$ cat config.mk
export PLATFORM = sky130hd
export DESIGN_NAME = fo_loop_filter
export DESIGN_NICKNAME = d
export VERILOG_FILES = /design/src/rtl/fo_loop_filter.sv
export SDC_FILE = /design/constraint.sdc
export NUM_CORES = 1
export LEC_CHECK = 0
export ABC_AREA = 1
export CAP_MARGIN = 10
export CORE_AREA = 10 10 149 151
export CTS_CLUSTER_DIAMETER = 40
export CTS_CLUSTER_SIZE = 16
export DETAILED_ROUTE_END_ITERATION = 7
export DIE_AREA = 0 0 159 161
export PLACE_DENSITY = 0.61
export SLEW_MARGIN = 20
export SYNTH_ARGS = -nofsm -noshare
export SYNTH_HDL_FRONTEND = slang
export SYNTH_SLANG_ARGS = --single-unit
$ cat constraint.sdc
create_clock -name clk -period 7.2 [get_ports clk]
set_input_delay 2.16 -clock clk [delete_from_list [all_inputs] [get_ports clk]]
set_output_delay 2.16 -clock clk [all_outputs]
set_load 0.03 [all_outputs]
$ cat src/rtl/fo_loop_filter.sv
// fo_loop_filter
//   Frequency-offset loop filter: first-order IIR smoothing of upstream
//   frequency-offset estimates, an NCO phase accumulator driven by the
//   filtered offset, and a lock detector on the filter error.
//
// Ports
//   clk             : single clock, rising edge
//   rst_sync        : synchronous active-high reset
//   i_enable        : block enable; 0 returns the block to IDLE and clears it
//   i_fo_valid      : new estimate strobe
//   i_fo_value      : signed 15-bit estimate
//   i_valid         : data-block strobe, advances the NCO
//   i_hold          : freezes the loop filter (NCO keeps running)
//   i_alpha_shift   : IIR gain shift, clamped to 12
//   i_lock_thr      : unsigned lock threshold in estimate LSBs
//   o_fo_filt       : signed filtered offset (acc[22:8])
//   o_fo_filt_valid : pulse one cycle after each accepted estimate
//   o_phase         : NCO phase, modulo 2^16
//   o_phase_valid   : pulse one cycle after each NCO advance
//   o_locked        : lock indicator
//   o_sat           : sticky accumulator-saturation flag
module fo_loop_filter (
    input  logic        clk,
    input  logic        rst_sync,
    input  logic        i_enable,
    input  logic        i_fo_valid,
    input  logic [14:0] i_fo_value,
    input  logic        i_valid,
    input  logic        i_hold,
    input  logic [3:0]  i_alpha_shift,
    input  logic [13:0] i_lock_thr,
    output logic [14:0] o_fo_filt,
    output logic        o_fo_filt_valid,
    output logic [15:0] o_phase,
    output logic        o_phase_valid,
    output logic        o_locked,
    output logic        o_sat
);

    typedef enum logic [1:0] {S_IDLE, S_ACQUIRE, S_TRACK, S_HOLD} state_t;

    state_t             r_state;
    state_t             w_state_next;

    logic signed [22:0] r_acc;
    logic [15:0]        r_phase;
    logic [2:0]         r_lock_cnt;
    logic               r_locked;
    logic               r_sat;
    logic               r_filt_vld;
    logic               r_phase_vld;

    // strobes decoded from the state
    logic               w_clear;
    logic               w_load;
    logic               w_update;
    logic               w_nco_adv;

    // datapath
    logic signed [22:0] w_est;
    logic signed [23:0] w_err;
    logic [3:0]         w_shift;
    logic signed [23:0] w_err_sh;
    logic signed [24:0] w_sum;
    logic signed [22:0] w_acc_next;
    logic               w_ovf;
    logic signed [15:0] w_err_q;
    logic [15:0]        w_mag16;
    logic [13:0]        w_mag;
    logic               w_qual;

    // ---------------- FSM: state register ----------------
    always_ff @(posedge clk) begin
        if (rst_sync) r_state <= S_IDLE;
        else          r_state <= w_state_next;
    end

    // ---------------- FSM: next state ----------------
    always_comb begin
        w_state_next = r_state;
        if (!i_enable) begin
            w_state_next = S_IDLE;
        end else begin
            case (r_state)
                S_IDLE:    w_state_next = S_ACQUIRE;
                S_ACQUIRE: if (i_fo_valid) w_state_next = S_TRACK;
                S_TRACK:   if (i_hold)     w_state_next = S_HOLD;
                S_HOLD:    if (!i_hold)    w_state_next = S_TRACK;
                default:   w_state_next = S_IDLE;
            endcase
        end
    end

    // ---------------- FSM: outputs (datapath strobes) ----------------
    // Dropping i_enable wins over everything: the block is heading to IDLE,
    // which clears all state, so no update or pulse is issued that cycle.
    // A TRACK cycle with i_hold already asserted is treated as frozen.
    always_comb begin
        w_clear   = !i_enable;
        w_load    = 1'b0;
        w_update  = 1'b0;
        w_nco_adv = 1'b0;
        if (i_enable) begin
            w_load    = (r_state == S_ACQUIRE) && i_fo_valid;
            w_update  = (r_state == S_TRACK) && !i_hold && i_fo_valid;
            w_nco_adv = ((r_state == S_TRACK) || (r_state == S_HOLD)) && i_valid;
        end
    end

    // ---------------- IIR datapath ----------------
    always_comb begin
        w_est    = {i_fo_value, 8'd0};
        w_err    = {w_est[22], w_est} - {r_acc[22], r_acc};
        w_shift  = (i_alpha_shift > 4'd12) ? 4'd12 : i_alpha_shift;
        w_err_sh = w_err >>> w_shift;
        w_sum    = {w_err_sh[23], w_err_sh} + {{2{r_acc[22]}}, r_acc};

        // Clamp to the 23-bit range. With a 15-bit estimate the update is a
        // convex step between acc and the estimate, so this is a guard.
        w_ovf      = (w_sum[24:22] != 3'b000) && (w_sum[24:22] != 3'b111);
        w_acc_next = w_sum[22:0];
        if (w_ovf) w_acc_next = w_sum[24] ? 23'sh400000 : 23'sh3FFFFF;

        // |e>>>8|, computed unsigned so -32768 maps to 32768, then clamped
        w_err_q = w_err[23:8];
        w_mag16 = w_err_q[15] ? (~w_err_q + 16'd1) : w_err_q;
        w_mag   = (w_mag16 > 16'd16383) ? 14'h3FFF : w_mag16[13:0];
        w_qual  = (w_mag <= i_lock_thr);
    end

    // ---------------- registers ----------------
    always_ff @(posedge clk) begin
        if (rst_sync || w_clear) begin
            r_acc       <= '0;
            r_phase     <= '0;
            r_lock_cnt  <= '0;
            r_locked    <= 1'b0;
            r_sat       <= 1'b0;
            r_filt_vld  <= 1'b0;
            r_phase_vld <= 1'b0;
        end else begin
            r_filt_vld  <= w_load || w_update;
            r_phase_vld <= w_nco_adv;

            // NCO uses the current (pre-update) filtered value
            if (w_nco_adv)
                r_phase <= r_phase + {r_acc[22], r_acc[22:8]};

            if (w_load) begin
                r_acc <= w_est;
            end else if (w_update) begin
                r_acc <= w_acc_next;
                if (w_ovf) r_sat <= 1'b1;
                // counter holds 7 after seven hits; the eighth sets lock
                if (w_qual) begin
                    if (r_lock_cnt == 3'd7) r_locked   <= 1'b1;
                    else                    r_lock_cnt <= r_lock_cnt + 3'd1;
                end else begin
                    r_lock_cnt <= '0;
                    r_locked   <= 1'b0;
                end
            end
        end
    end

    assign o_fo_filt       = r_acc[22:8];
    assign o_fo_filt_valid = r_filt_vld;
    assign o_phase         = r_phase;
    assign o_phase_valid   = r_phase_vld;
    assign o_locked        = r_locked;
    assign o_sat           = r_sat;

endmodule
; Word-level counts from Yosys, hierarchy flattened
; Index checks and enable logic that the tools add are counted.
[totals]
input_bits = 39
n_memories = 0
rom_bits = 0
ram_bits = 0
ff_bits = 48
elab_cells = 68
latch_bits = 0
[classes]
n_reduce_logical = 19
n_mul = 0
muxes = 18
magnitude_cmp = 3
bitwise = 3
div_mod_pow = 0
shift = 1
addsub = 5
n_eq_ne = 10
[ops]
columns = operator, count
row1 = $mux W23, 4
row2 = $add A24 B23 Y25, 1
row3 = $sshr A24 B4 Y24, 1
row4 = $sub A23 B23 Y24, 1
row5 = $add A16 B1 Y16 const B, 1
row6 = $add A16 B16 Y16, 1
row7 = $gt A16 B14 Y1 const B, 1
row8 = $mux W16, 1
row9 = $not A16 Y16, 1
row10 = $le A14 B14 Y1, 1
row11 = $mux W14, 1
row12 = $reduce_and A3 Y1, 4
row13 = $ne A2 B2 Y1 const B, 4
row14 = $pmux W2 S4, 1
row15 = $mux W2, 3
row16 = $mux W3, 2
row17 = $logic_and A1 B1 Y1, 5
row18 = $mux W1, 5
row19 = $eq A2 B2 Y1 const B, 2
row20 = $gt A4 B4 Y1 const B, 1
row21 = $mux W4, 1
row22 = $reduce_or A2 Y1, 2
row23 = $add A3 B1 Y3 const B, 1
row24 = $eq A3 B3 Y1 const B, 1
row25 = 9 further kinds, 13

; Depth between registers and ports, before layout
; Gate-level depths: netlist of run 1.
[logic_depth]
ltp_word = 9
depth_mapped = 38
mapped_depth_nobuf = 38

; Least setup slack after synthesis of run 1
; OpenSTA, ideal clock, no wires.
[synth_path]
path_kind = input to register
from = input i_fo_value[3]
to = register r_acc[16]
required_ps = 7068
setup_slack_ps = 1561
t_arrival_ps = 5506
path_buffers = 2
setup_ps = 132
cell_stages = 30
cell_sequence = ha_1 -> nand2_2 -> clkinv_2 -> nand2_2 -> inv_1 -> nand2_1 -> nand3_2 -> nand2_1 -> nand2_1 -> nand2_1 -> nand2_2 -> buf_4 -> nor2_1 -> inv_1 -> nand2_1 -> inv_1 -> ha_1 -> nand2_1 -> inv_1 -> a21oi_1 -> nor2_1 -> nor2_1 -> nand3_1 -> nand2_1 -> nand2_1 -> nand2_2 -> nand2_1 -> clkbuf_2 -> o21ai_0 -> a21oi_1
[synth_via]
elab_chain_len = 8
word_cells_on_any_way = 10
cone_classes = add/sub (2) / eq/ne (1) / shift (1) / mux (4) / reduce/logical (2)
[synth_lines]
columns = element, line_no
row1 = from (decl), 27  ; input logic [14:0] i_fo_value,
row2 = $sub A23 B23 Y24 (*), 113  ; w_err = {w_est[22], w_est} - {r_acc[22], r_acc};
row3 = $sshr A24 B4 Y24 (*), 115  ; w_err_sh = w_err >>> w_shift;
row4 = $add A24 B23 Y25 (*), 116  ; w_sum = {w_err_sh[23], w_err_sh} + {{2{r_acc[22]}}, r_acc};
row5 = $ne A3 B3 Y1 / $reduce_bool A3 Y1 (equally long branches), 120  ; w_ovf = (w_sum[24:22] != 3'b000) && (w_sum[24:22] != 3'b111);
row6 = $logic_and A1 B1 Y1, 120
row7 = $mux W23 (*), 122  ; if (w_ovf) w_acc_next = w_sum[24] ? 23'sh400000 : 23'sh3FFFFF;
row8 = $mux W23 (*), 151  ; end else if (w_update) begin
row9 = $mux W23 (*), 149  ; if (w_load) begin
row10 = to (signal assigned), 150  ; r_acc <= w_est;
row11 = to (signal assigned), 152  ; r_acc <= w_acc_next;
row12 = to (decl), 45  ; logic signed [22:0] r_acc;
; Every way passes the cells marked *; elsewhere a longest branch is shown, timed or not. The select of a mux whose other input is x is not followed.
; A chain may end at the register's enable or synchronous reset.

; Worst setup path in the final report of run 1
[layout_path]
from = input i_fo_value[5]
to = register r_acc[19]
; The elaborated chain is that of the path after synthesis.

==> results.txt, run 1 <==
run status: finished clean
PD cells: 116 nW/um^2
unrepaired setup endpoints after global routing: false
Die Wd: 159 um
Clk pwr share: 27.9%
Final min period: 6670 ps
Seq pwr share: 26.6%
DR vias: 8248
Chip Height: 161 um
area grow syn2layout: 14.8%
worst hold path depth: 1
Worst path depth: 33
reg-to-reg slack, setup: 2210 ps
port bufs: 73
max-cap viol count: 0
Worst EP arrival: 6900 ps
post-CTS sizing: 0
Logic pwr share: 45.5%
hold crit path type: reg2reg
Syn Inst Count: 1337
Cell Int Power: 0.595 mW
vias in the first global route: 7827
Critical Path RT: 7440 ps
DRT Pass-1 Iters: 5
worst-case clock buffer depth: 2
hold buffer count at CTS: 0
root buf cell: clkbuf_16
Syn Area/Cell: 5.67 um^2
global-route wire length before repair: 40200 um
Unique masters post-synth: 43
Synth Warn #: 0
Nets: 1503
dominant cells by area after synthesis: nand2_1, dfxtp_1, ha_1
Final Hold Viols: 0
GR Overflow Total: 0
IO Count: 74
gr usage total: 19.0%
R2R cell count: 33
Num CTS Buffers: 5
DP Wirelength: 21000 um
setup TNS: 0 ps
Post-DRT Antenna Nets: 0
Startpoint Class: input port
top cell type's share of synthesized area: 21.1%
DRT iter0 DRCs: 627
TritonCTS clock tree: done
clk_skew: 6.36 ps
P_sw: 0.417 mW
worst setup path class: in2reg
CP bufs+invs: 6
cell mode on critical path: nand2_1
Place WS: 294 ps
Max FO, Critical Path: 12
vias per cell: 4.98
layout cells sized above 1: 7.27%
leak pwr: 4.57 nW
critical path's slowest cell: clkdlybuf4s50_1
total chip power: 1.01 mW
Core Footprint: 19200 um^2
fmax: 150 MHz
DRC viols: 0
routed wire length: 24800 um
initial antenna violation count: 0
Worst-Skew Late Latency: 310 ps
Post-Syn Area: 7580 um^2
CP delay by family, top: simple AND/OR/NAND/NOR gates
HP Start: r_lock_cnt[0]$_SDFFE_PP0P_
Syn Nets: 1451
postcts setup bufs: 0
Final Max Tran Viols: 0
largest net degree at the start of global routing: 27
sequential area share after synthesis: 12.7%
setup ws final: 534 ps
max incr delay on CP: 480 ps
Worst-path clk slew: 70 ps
CP Capture Type: flip-flop
top cell type by total area after synthesis: nand2_1
Antenna Cells: 0
Layout fillers: 2113
worst slew pin tran: 900 ps
fin crit share: 92.6%
row cnt: 51
Starting Density: 39.5%
Clock Sinks: 48
Critical R2R Capture: r_acc[19]$_SDFFE_PP0P_
Sw Ratio: 41.2%
synthesis-stage register bit count: 48
placer's final routability congestion estimate: 0.957
wire length per cell: 15.0 um
Peak supply drop: 0.0000785 V
relative slew slack: 39.8%
final setup vio count: 0
full die area: 25600 um^2
H-tree depth: 2
Hold EP: r_lock_cnt[0]$_SDFFE_PP0P_
Critical R2R Launch: r_acc[9]$_SDFFE_PP0P_
[routing by layer]
layer	part of all wire, %	wire length (um)	global-route usage [%]	up-vias
met5	0	0	0	-
met4	1.5	369	4.09	0
met1	47	11500	24.6	3668
met2	47	11700	32.8	177
li1	-	-	-	4381
met3	4.6	1140	2.52	22
[cell usage after synthesis]
| cell | instances |
|---|---|
| nand2_1 | 426 |
| inv_1 | 196 |
| nand3_1 | 110 |
| a21oi_1 | 89 |
| o21ai_0 | 86 |
| ha_1 | 73 |
| nor2_1 | 71 |
| dfxtp_1 | 48 |
| nand2_2 | 36 |
| xor2_1 | 32 |
| clkbuf_1 | 21 |
| nand4_1 | 18 |
| buf_4 | 16 |
| nor2_2 | 16 |
| o21bai_1 | 12 |
| xnor2_1 | 12 |
| o211ai_1 | 11 |
| nor3_1 | 9 |
| inv_2 | 7 |
| nor2_4 | 6 |
| nand3_2 | 5 |
| o21a_1 | 4 |
| a31oi_1 | 3 |
| and2_1 | 3 |
| buf_1 | 3 |
| o221ai_1 | 3 |
| a21o_1 | 2 |
| buf_2 | 2 |
| fa_1 | 2 |
| or2_2 | 2 |
| a211oi_1 | 1 |
| a21oi_2 | 1 |
| buf_12 | 1 |
| clkbuf_2 | 1 |
| clkinv_1 | 1 |
| clkinv_2 | 1 |
| nand2_4 | 1 |
| nand3b_1 | 1 |
| o2111ai_1 | 1 |
| o21ai_1 | 1 |
| o2bb2ai_1 | 1 |
| o31ai_1 | 1 |
| xor2_2 | 1 |
[registers in the layout (all words and copies together), names as in the netlist]
signal / cells
o_fo_filt_valid: 1
o_locked: 1
o_phase: 16
o_phase_valid: 1
o_sat: 1
r_acc: 23
r_lock_cnt: 3
r_state: 2
[power by group through the flow]
stage / Clock [mW] / Combinational [mW] / Sequential (mW)
2_1_floorplan: 0 / 0.335 / 0.275
3_3_place_gp: 0 / 0.453 / 0.275
3_5_place_dp: 0 / 0.457 / 0.275
4_1_cts: 0.289 / 0.459 / 0.269
5_1_grt: 0.300 / 0.521 / 0.269
6_report: 0.282 / 0.460 / 0.269
[worst max path at each step]
stage,from,end
after detailed placement,i_fo_value[5],r_acc[19]$_SDFFE_PP0P_
after CTS,i_fo_value[5],r_acc[19]$_SDFFE_PP0P_
final,i_fo_value[5],r_acc[19]$_SDFFE_PP0P_
after global routing,i_fo_value[3],r_acc[20]$_SDFFE_PP0P_
after global placement,i_fo_value[5],r_acc[20]$_SDFFE_PP0P_
after floorplan,i_fo_value[3],r_acc[16]$_SDFFE_PP0P_
[final cells by class]
cell class | count | area [um^2] | share of cell area, %
multi-input cells | 1040 | 5620 | 64.5
flip-flops and latches | 48 | 961 | 11.0
repair buffers | 89 | 851 | 9.78
inverters | 205 | 771 | 8.86
well taps | 265 | 332 | 3.81
clock buffers | 5 | 125 | 1.44
clock inverters | 3 | 46.3 | 0.532
[kinds of logic after synthesis]
kind of cell	after synthesis	synth area share [%]
buf+inv	249	13.4
simple gates	704	40.4
xor+xnor	45	5.30
fa+ha+maj	75	12.6
flops	48	12.7
compound gates	216	15.6
[placed cells by master, fill, tap and decap left out, types with 3 or more instances in the layout]
cell             count
nand4_1             18
xor2_1              32
o21bai_1            12
a31oi_1              3
inv_2                7
nand3_2              5
buf_4               16
dfxtp_1             48
nor3_1               8
clkdlybuf4s50_1     73
o21ai_0             86
a21oi_1             89
o221ai_1             3
inv_1              196
clkbuf_16            5
nand2_2             36
ha_1                73
nor2_2              16
o21a_1               4
nand2_1            426
nor2_4               6
and2_1               3
o211ai_1            11
nand3_1            110
xnor2_1             12
nor2_1              71
[through the flow]
| step | cells | utilization [%] | instance area (um^2) | hold slack, ps |
|---|---|---|---|---|
| 3_5_place_dp | 1647 | 44.4 | 8530 | 461 |
| 4_1_cts | 1655 | 45.3 | 8700 | 472 |
| 2_1_floorplan | 1337 | - | 7580 | 433 |
| 6_report | 1655 | 45.3 | 8700 | 469 |
| 3_3_place_gp | 1647 | 44.4 | 8530 | 448 |
| 5_1_grt | 1655 | 45.3 | 8700 | 494 |
No activity file was read; power rests on OpenSTA's default activity.
==> run 2, diff against run 1 <==
--- a/config.mk
+++ b/config.mk
@@ -7,12 +7,13 @@
 export LEC_CHECK = 0
 export ABC_AREA = 1
 export CAP_MARGIN = 10
-export CORE_AREA = 10 10 149 151
+export CORE_AREA = 10 10 153 155
 export CTS_CLUSTER_DIAMETER = 40
 export CTS_CLUSTER_SIZE = 16
 export DETAILED_ROUTE_END_ITERATION = 7
-export DIE_AREA = 0 0 159 161
-export PLACE_DENSITY = 0.61
+export DIE_AREA = 0 0 163 165
+export GPL_ROUTABILITY_DRIVEN = 0
+export PLACE_DENSITY = 0.58
 export SLEW_MARGIN = 20
 export SYNTH_ARGS = -nofsm -noshare
 export SYNTH_HDL_FRONTEND = slang
==> results.txt, run 2 (same netlist as run 1, synthesis figures left out) <==
cell mode on critical path: nand2_1
fin area: 8750 um^2 (+0.49%)
Reg area: 961 um^2 (unchanged)
Startpoint Class: input port
DRT Pass-1 Iters: 5 (unchanged)
max incr delay on CP: 480 ps (about the same)
Clock Sinks: 48 (unchanged)
setup ws final: 498 ps (-36.2 ps)
H-tree depth: 2 (unchanged)
critical path's slowest cell: clkdlybuf4s50_1
hold crit path type: reg2reg
Starting Density: 37.6% (-1.9 points)
max-cap viol count: 0 (unchanged)
vias per cell: 5.01 (+0.47%)
Biggest register: r_acc
unrepaired setup endpoints after global routing: false
CP bufs+invs: 6 (unchanged)
Chip Height: 165 um (+2.5%)
relative slew slack: 39.7% (-0.070 points)
DRC viols: 0 (unchanged)
IO Count: 74 (unchanged)
Peak supply drop: 0.000109 V (+39%)
hold buffer count at CTS: 0 (unchanged)
Max FO, Critical Path: 12 (unchanged)
Final Hold Viols: 0 (unchanged)
port bufs: 73 (unchanged)
full die area: 26900 um^2 (+5.1%)
max reg flops: 23 (unchanged)
worst setup path class: in2reg
Final min period: 6700 ps (+36.2 ps)
row cnt: 52 (+2.0%)
root buf cell: clkbuf_16
Worst-Skew Late Latency: 300 ps (about the same)
Final Max Tran Viols: 0 (unchanged)
most common cell after layout, fill and taps aside: nand2_1
area of the multi-input gates: 5620 um^2 (unchanged)
Antenna Cells: 0 (unchanged)
Place WS: 280 ps (-14.1 ps)
DR vias: 8307 (+0.72%)
worst slew pin tran: 901 ps (+1.04 ps)
wire length per cell: 15.1 um (+0.76%)
DP Wirelength: 21100 um (+0.44%)
routed wire length: 25000 um (+1.0%)
setup TNS: 0 ps (unchanged)
PD cells: 123 nW/um^2 (+5.5%)
fmax: 149 MHz (-0.54%)
initial antenna violation count: 0 (unchanged)
fin crit share: 93.1% (+0.50 points)
final setup vio count: 0 (unchanged)
Core Footprint: 20200 um^2 (+5.0%)
run status: finished clean
leak pwr: 4.58 nW (+0.40%)
Num CTS Buffers: 5 (unchanged)
Die Wd: 163 um (+2.5%)
GR Overflow Total: 0 (unchanged)
Area after DPL: 8520 um^2 (about the same)
Critical Path RT: 7430 ps (about the same)
clk_skew: 6.89 ps (+0.530 ps)
worst-case clock buffer depth: 2 (unchanged)
Layout fillers: 2238 (+5.9%)
layout cells sized above 1: 7.20% (-0.067 points)
Hold WS: 475 ps (+5.21 ps)
largest net degree at the start of global routing: 28 (+3.7%)
vias in the first global route: 7753 (-0.95%)
CP delay by family, top: simple AND/OR/NAND/NOR gates
Worst EP arrival: 6940 ps (+40 ps)
commonest cells after routing, fill and taps aside: nand2_1, inv_1, nand3_1
gr usage total: 18.5% (-0.49 points)
global-route wire length before repair: 40400 um (+0.55%)
Post-DRT Antenna Nets: 0 (unchanged)
DRT iter0 DRCs: 609 (-2.9%)
TritonCTS clock tree: done
area grow syn2layout: 15.3%
Worst-path clk slew: 70 ps (about the same)
Nets: 1502 (-0.067%)
CP Capture Type: flip-flop
==> run 2: final timing paths <==
| path | startpoint | end | slack (ps) | cells past startpoint |
|---|---|---|---|---|
| max | i_fo_value[4] | r_acc[20]$_SDFFE_PP0P_ | 500 | 33 |
| min | r_lock_cnt[0]$_SDFFE_PP0P_ | r_lock_cnt[0]$_SDFFE_PP0P_ | 470 | 1 |
| max reg2reg | r_acc[9]$_SDFFE_PP0P_ | r_acc[20]$_SDFFE_PP0P_ | 2170 | 33 |
| min reg2reg | r_lock_cnt[0]$_SDFFE_PP0P_ | r_lock_cnt[0]$_SDFFE_PP0P_ | 470 | 1 |
==> run 2: per-layer routing <==
layer | routed length [um] | vias up | global-route usage [%]
li1 | - | 4381 | -
met1 | 11700 | 3705 | 24.5
met2 | 11600 | 201 | 31.3
met3 | 1370 | 20 | 2.09
met4 | 363 | 0 | 4.26
met5 | 0 | - | 0
==> run 2: power breakdown <==
part / internal, mW / total (mW) / leakage, nW / switching [mW]
Clock: 0.234 / 0.345 / 0.104 / 0.111
Sequential: 0.267 / 0.269 / 0.387 / 0.00247
Combinational: 0.162 / 0.459 / 4.09 / 0.296
==> run 2: worst register-to-register path: cells and delay by family (launching register included) <==
kind                       cells  cell delay [ps]
and+or+nand+nor               20             2080
adders and majority gates      3              980
buffers and inverters          6              790
AOI/OAI and AO/OA              4              600
DFF                            1              520
==> run 2: cell type report <==
type	count	area share [%]
inverter	205	8.81
tap	270	3.86
clock inverter	3	1.03
multi-input combinational	1040	64.2
sequential	48	11.0
timing repair buffer	88	9.64
clock buffer	5	1.43
==> run 2: what timing repair did <==
item,4_1_cts,5_1_grt
buffers inserted,0,0
endpoints found under the setup margin,0,1
resized for setup,0,1
==> run 2: per-stage QoR <==
step | power [mW] | utilization [%] | std cells
floorplan | 0.610 | - | 1337
global placement | 0.727 | 42.3 | 1651
detailed placement | 0.729 | 42.3 | 1651
CTS | 1.08 | 43.3 | 1659
global route | 1.15 | 43.4 | 1659
finish | 1.07 | 43.4 | 1659
